===== src/rtl/parallel_addsub_pipe.sv =====
// N-lane signed add/subtract pipeline with valid/ready flow control and per-lane overflow flags.
// Define PARALLEL_ADDSUB_PIPE_SAT_EN to saturate overflowing lanes; otherwise they wrap.
`timescale 1ns/1ps
module parallel_addsub_pipe #(
  parameter int unsigned N   = 4,
  parameter int unsigned W   = 8,
  parameter int unsigned LAT = 2
) (
  input  logic                clk,
  input  logic                rst,
  input  logic                in_valid,
  output logic                in_ready,
  input  logic signed [W-1:0] a [N],
  input  logic signed [W-1:0] b [N],
  input  logic [N-1:0]        sub,
  output logic                out_valid,
  input  logic                out_ready,
  output logic signed [W-1:0] sum [N],
  output logic [N-1:0]        ovf,
  output logic [N-1:0]        ovf_sticky,
  input  logic                clr_sticky
);

`ifdef PARALLEL_ADDSUB_PIPE_SAT_EN
  localparam logic signed [W-1:0] SatMax = {1'b0, {(W-1){1'b1}}};
  localparam logic signed [W-1:0] SatMin = {1'b1, {(W-1){1'b0}}};
`endif

  logic                advance;
  logic                out_xfer;
  logic signed [W:0]   exact [N];
  logic signed [W-1:0] res [N];
  logic [N-1:0]        res_ovf;

  logic [LAT-1:0]      vld_q;
  logic signed [W-1:0] sum_q [LAT][N];
  logic [N-1:0]        ovf_q [LAT];
  logic [N-1:0]        sticky_q;
  logic [N-1:0]        sticky_d;

  // The whole pipe moves together; a stalled output freezes every stage.
  assign advance  = !out_valid || out_ready;
  assign in_ready = advance && !rst;
  assign out_xfer = out_valid && out_ready;

  // Operands are sign-extended to W+1 bits so the result is exact, even for a - (-2^(W-1)).
  always_comb begin
    for (int i = 0; i < N; i++) begin
      exact[i]   = '0;
      res[i]     = '0;
      res_ovf[i] = 1'b0;
    end
    for (int i = 0; i < N; i++) begin
      if (sub[i]) begin
        exact[i] = {a[i][W-1], a[i]} - {b[i][W-1], b[i]};
      end else begin
        exact[i] = {a[i][W-1], a[i]} + {b[i][W-1], b[i]};
      end
      res_ovf[i] = exact[i][W] ^ exact[i][W-1];
`ifdef PARALLEL_ADDSUB_PIPE_SAT_EN
      if (res_ovf[i]) begin
        res[i] = exact[i][W] ? SatMin : SatMax;
      end else begin
        res[i] = exact[i][W-1:0];
      end
`else
      res[i] = exact[i][W-1:0];
`endif
    end
  end

  always_ff @(posedge clk or posedge rst) begin
    if (rst) begin
      vld_q <= '0;
      for (int s = 0; s < LAT; s++) begin
        ovf_q[s] <= '0;
        for (int i = 0; i < N; i++) begin
          sum_q[s][i] <= '0;
        end
      end
    end else if (advance) begin
      vld_q[0] <= in_valid;
      sum_q[0] <= res;
      ovf_q[0] <= res_ovf;
      for (int s = 1; s < LAT; s++) begin
        vld_q[s] <= vld_q[s-1];
        sum_q[s] <= sum_q[s-1];
        ovf_q[s] <= ovf_q[s-1];
      end
    end
  end

  // A setting transfer takes priority over a coincident clear.
  always_comb begin
    sticky_d = clr_sticky ? '0 : sticky_q;
    if (out_xfer) begin
      sticky_d = sticky_d | ovf;
    end
  end

  always_ff @(posedge clk or posedge rst) begin
    if (rst) begin
      sticky_q <= '0;
    end else begin
      sticky_q <= sticky_d;
    end
  end

  assign out_valid  = vld_q[LAT-1];
  assign sum        = sum_q[LAT-1];
  assign ovf        = ovf_q[LAT-1];
  assign ovf_sticky = sticky_q;

endmodule


===== config.mk =====
export PLATFORM = sky130hd
export DESIGN_NAME = parallel_addsub_pipe
export DESIGN_NICKNAME = d
export VERILOG_FILES = /design/src/rtl/parallel_addsub_pipe.sv
export SDC_FILE = /design/constraint.sdc
export NUM_CORES = 1
export LEC_CHECK = 0
export CAP_MARGIN = 10
export CORE_MARGIN = 2
export CORE_UTILIZATION = 52
export CTS_CLUSTER_SIZE = 14
export DETAILED_ROUTE_END_ITERATION = 7
export PLACE_DENSITY = 0.84
export SLEW_MARGIN = 25
export SYNTH_ARGS = -nofsm -noshare
export SYNTH_HDL_FRONTEND = slang
export SYNTH_SLANG_ARGS = --single-unit

===== constraint.sdc =====
create_clock -name clk -period 2.61 [get_ports clk]
set_input_delay 0.261 -clock clk [delete_from_list [all_inputs] [get_ports clk]]
set_output_delay 0.261 -clock clk [all_outputs]
set_load 0.01 [all_outputs]

After elaboration in Yosys (flattened, before gate mapping)
Index checks and enable logic that the tools add are counted.
{"block": "word_totals", "ff_bits": 78, "input_bits": 73, "out_inout_bits": 42, "wordCells": 36}
{"block": "op_classes", "add_sub_neg": 8, "muxes": 6, "n_bitwise": 5, "n_reduce_logical": 5}
{"operator": "8-bit by 8-bit adder with 9-bit output", "n": 4}
{"operator": "9-bit 2-to-1 mux", "n": 4}
{"operator": "8-bit by 8-bit subtractor with 9-bit output", "n": 4}
{"operator": "4-bit 2-to-1 mux", "n": 2}
{"operator": "4-bit OR", "n": 1}
{"operator": "1-bit bitwise XOR", "n": 4}
{"operator": "1-bit logical AND", "n": 2}
{"operator": "1-bit logical NOT", "n": 2}
{"operator": "1-bit logical OR", "n": 1}

Longest topological paths before layout
{"block": "logic_depth", "depth_word": 3, "ltp_mapped": 12, "depth_no_buf": 12}

Least setup slack after synthesis
No wires, ideal clock.
{"block": "synth_timing", "path_kind": "in2reg", "from": "input port b[0] (netlist bit)", "to": "register ovf_q[7] (netlist bit)", "setup_ps": 125, "arrival_time_ps": 2313, "t_required_ps": 2485, "setup_slack_ps": 172, "cell_stages": 11, "n_path_buf": 0, "cell_sequence": "inv_1 > ha_1 > nor3b_1 > a21oi_1 > xnor2_1 > ha_1 > a2111o_1 > o21ai_1 > xnor2_1 > xnor3_1 > mux2_4"}
{"block": "synth_via", "elab_chain_cells": 3, "elab_cells_between_ends": 4, "cone_classes": "add/sub (2); mux (1); bitwise (1)"}
{"element": "start, declared", "line": "14", "text": "input logic signed [W-1:0] b [N],"}
{"element": "8-bit by 8-bit adder with 9-bit output / 8-bit by 8-bit subtractor with 9-bit output (equally long branches)", "line": "57, 55"}
{"element": "9-bit 2-to-1 mux (*)", "line": "54", "text": "if (sub[i]) begin"}
{"element": "1-bit bitwise XOR (*)", "line": "59", "text": "res_ovf[i] = exact[i][W] ^ exact[i][W-1];"}
{"element": "end signal, assigned by index", "line": "88", "text": "ovf_q[s] <= ovf_q[s-1];"}
{"element": "end, declared", "line": "37", "text": "logic [N-1:0] ovf_q [LAT];"}
Mark *: on every way between the ends. The rest lies on a longest branch, timed or not.
A chain may end at the register's enable or synchronous reset.

Worst setup path in the final report
{"block": "layout_timing", "from": "input port b[2] (netlist bit)", "to": "register ovf_q[7] (netlist bit)"}
The elaborated chain is that of the path after synthesis.

==> metrics <==
Post-CTS Setup Inserts 0; status finished clean; Total Power 0.00455 W; simple-gate portion of the synthesized area 20.3%; P per Cell Area 643 nW/um2; Ant. Diodes 0; Routed WL 12.1 mm; mux cell area share after synthesis 1.06%; area delta synth->final 36.9%; Post-Syn Instances 622; Worst EP arrival 2830 ps; crit end category flip-flop; number of CTS-inserted buffers 9; Peak VDD IR 0.000285 V; Hold WS 323 ps; initial antenna violation count 0; vias per cell 5.10; Placed Cells 893; Core Footprint 9730 um2; Die X 104 um; first-pass GRT wire length 20.0 mm; via count 4624; register-to-register setup slack 980 ps; Slew Limit Fails 0; DR iter-0 viols 113; largest net degree at the start of global routing 76; hpwl dp 9.31 mm; XOR/XNOR Fraction of Synth Area 9.92%; clk sink count 78; Initial Util 53.2%; area of the multi-input gates 2930 um2; Crit Path Max Fanout 3; complex-gate fraction of the synthesized area 12.0%; Synth Register Bits 78; Fin. Hold Viols 0; Syn Std Cell Area 5170 um2; share of cells above drive strength 1 15.6%; post-route ant nets 0; CTS tree built; die outline area 10800 um2; sequential share of the synthesized area 37.7%; Static Leakage 3.31 nW; Wirelength per Cell 13.3 um; predominant post-synthesis flop cell dfrtp_1; CP startpoint b[2]; worst path required time 2860 ps; Worst Reg-to-Reg Cells 3; FF-to-FF End sum_q[39]; reg2reg start vld_q[1]; GRT Total Usage 22.6%; DRT Pass-1 Iters 5; Clock Skew 7.51 ps; Final min period 2590 ps; max cap viols 0; worst-skew pair later-pin latency 360 ps; vias in the first global route 4773; Filler Cell Count 752; dpl cell area 6760 um2; Worst Max-Slew Pin Slew 701 ps; Hold WC Path Type input port to async pin; DRC violations left 0; grt ovf 0; fin cells 907; Adder-Cell Fraction of Synth Area 10.3%; largest family of logic cells by synthesized area simple AND/OR/NAND/NOR gates; final non-filler cell area 7080 um2; Die Height 104 um; asr flop ratio synth 100%; Final setup viols 0; Critical Path Source Type input port; I/O pin count 115; YS warnings 0; Final GP Congestion 0.864; Max H-tree Level 3; Avg Cell Area, Syn 8.32 um2; Seq. cell area 1950 um2; Post-synth EDFFs 0; crit share post-route 99.1%; Setup Crit Path Kind input port to flip-flop; Port Buffers 114; Fmax 0.387 GHz; # rows 36; relative slew slack 53.3%; Clock Tree Buf Depth 2; CTS Root Cell clkbuf_8; Reg clk slew, reported paths 70 ps; Distinct cells, synth 37; nets 884; syn nets 735
## registers in the layout, summed over array words and instances (netlist names)
register	count
ovf_sticky	4
ovf	4
sum_q	32
vld_q	2
sum	32
ovf_q	4
## worst max-delay path, cell delays in order
cell,delay [ps]
dlygate4sd2_1,310
nor4_4,410
a21oi_2,140
xnor2_2,230
ha_4,260
a2111o_1,410
o21ai_1,170
xnor2_1,150
xnor3_1,230
mux2_4,260
## per-layer routing
layer / global-route usage [%] / routed length, um / part of all wire (%)
met3: 3.96 / 518 / 4.3
met1: 24.3 / 4720 / 39
met5: 0 / 0 / 0
met2: 42.5 / 6340 / 52
met4: 11.4 / 508 / 4.2
## layout make-up
class                      instances  share of cell area [%]
timing repair buffer             194                    25.1
multi-input combinational        462                    41.4
clock inverter                     2                   0.141
clock buffer                      12                    2.05
tap                              133                    2.35
inverter                          26                    1.40
sequential                        78                    27.6
## logic make-up (layout without fill, tap and decap cells)
kind of cell	Yosys count	in the layout
AO/OA/AOI/OAI	108	108
XOR/XNOR	57	57
adder cells (fa/ha/maj)	40	40
buffers and inverters	82	234
flip-flops	78	78
multiplexers	5	5
AND/OR/NAND/NOR	252	252
## Yosys cell counts, types with 2 or more instances
cell        n  area, um2
nor3b_1     3       22.5
nand2_1   155        582
buf_4      36        270
clkbuf_1   16       60.1
o21ai_0    38        190
a21oi_1    41        205
dfrtp_1    78       1950
xnor2_1    43        377
fa_1        4       80.1
o21a_1      2       15.0
o31ai_1    10       75.1
nor2_1     52        195
nand3_1     4       20.0
a31oi_1     5       31.3
mux2i_1     4       40.0
nor3_1     12       60.1
nand2b_1   15       93.8
ha_1       36        450
a211o_1     3       26.3
xor2_1     13        114
inv_1      26       97.6
buf_2       2       10.0
a211oi_1    3       22.5
nor2b_1     6       37.5
nor4_1      3       18.8
## power by group
group | internal [W] | switching, W | total, W
Combinational | 0.00110 | 0.000898 | 0.00199
Sequential | 0.00159 | 0.000219 | 0.00181
Clock | 0.000358 | 0.000391 | 0.000748
## timing repair
action / in CTS / in global routing
setup endpoints to repair: 3 / 7
hold buffers: 0 / 0
pin swaps: 9 / 17
gates resized for setup: 17 / 26
cloned: 0 / 0
## cells in the final DEF (no fill, tap or decap), drive strengths merged, types with 2 or more instances in the layout
master | Yosys | final
dlygate4sd2 | 0 | 2
clkbuf | 16 | 13
nor2b | 6 | 6
dfrtp | 78 | 78
nand2b | 15 | 15
o31ai | 10 | 10
a21oi | 41 | 41
o211ai | 2 | 2
o21ai | 39 | 39
nor3 | 12 | 12
inv | 26 | 25
xnor2 | 43 | 43
a211oi | 3 | 3
clkdlybuf4s50 | 0 | 106
xor2 | 13 | 13
clkinv | 0 | 3
nand2 | 155 | 155
ha | 36 | 36
dlymetal6s2s | 0 | 4
mux2i | 4 | 4
nand3 | 4 | 4
nor3b | 3 | 3
o21a | 2 | 2
a31oi | 5 | 5
nor2 | 52 | 52
a211o | 3 | 3
buf | 40 | 80
fa | 4 | 4
nor4 | 3 | 3
## stage by stage
| step | setup TNS, ps | setup WS [ps] | util [%] |
|---|---|---|---|
| floorplan | 0 | 172 | - |
| global placement | -2090 | -394 | 69.5 |
| detailed placement | -3640 | -808 | 69.5 |
| CTS | 0 | 11.0 | 71.7 |
| global route | -129 | -64.2 | 72.8 |
| finish | 0 | 24.2 | 72.8 |
## worst max path at each step
stage	end	slack [ps]	cells after the start
global route	ovf_q[4]	-60	11
finish	ovf_q[7]	20	10
floorplan	ovf_q[7]	170	11
CTS	ovf_q[4]	10	11
detailed placement	ovf_q[7]	-810	13
global placement	ovf_q[7]	-390	13
(Power assumes the default switching activity.)
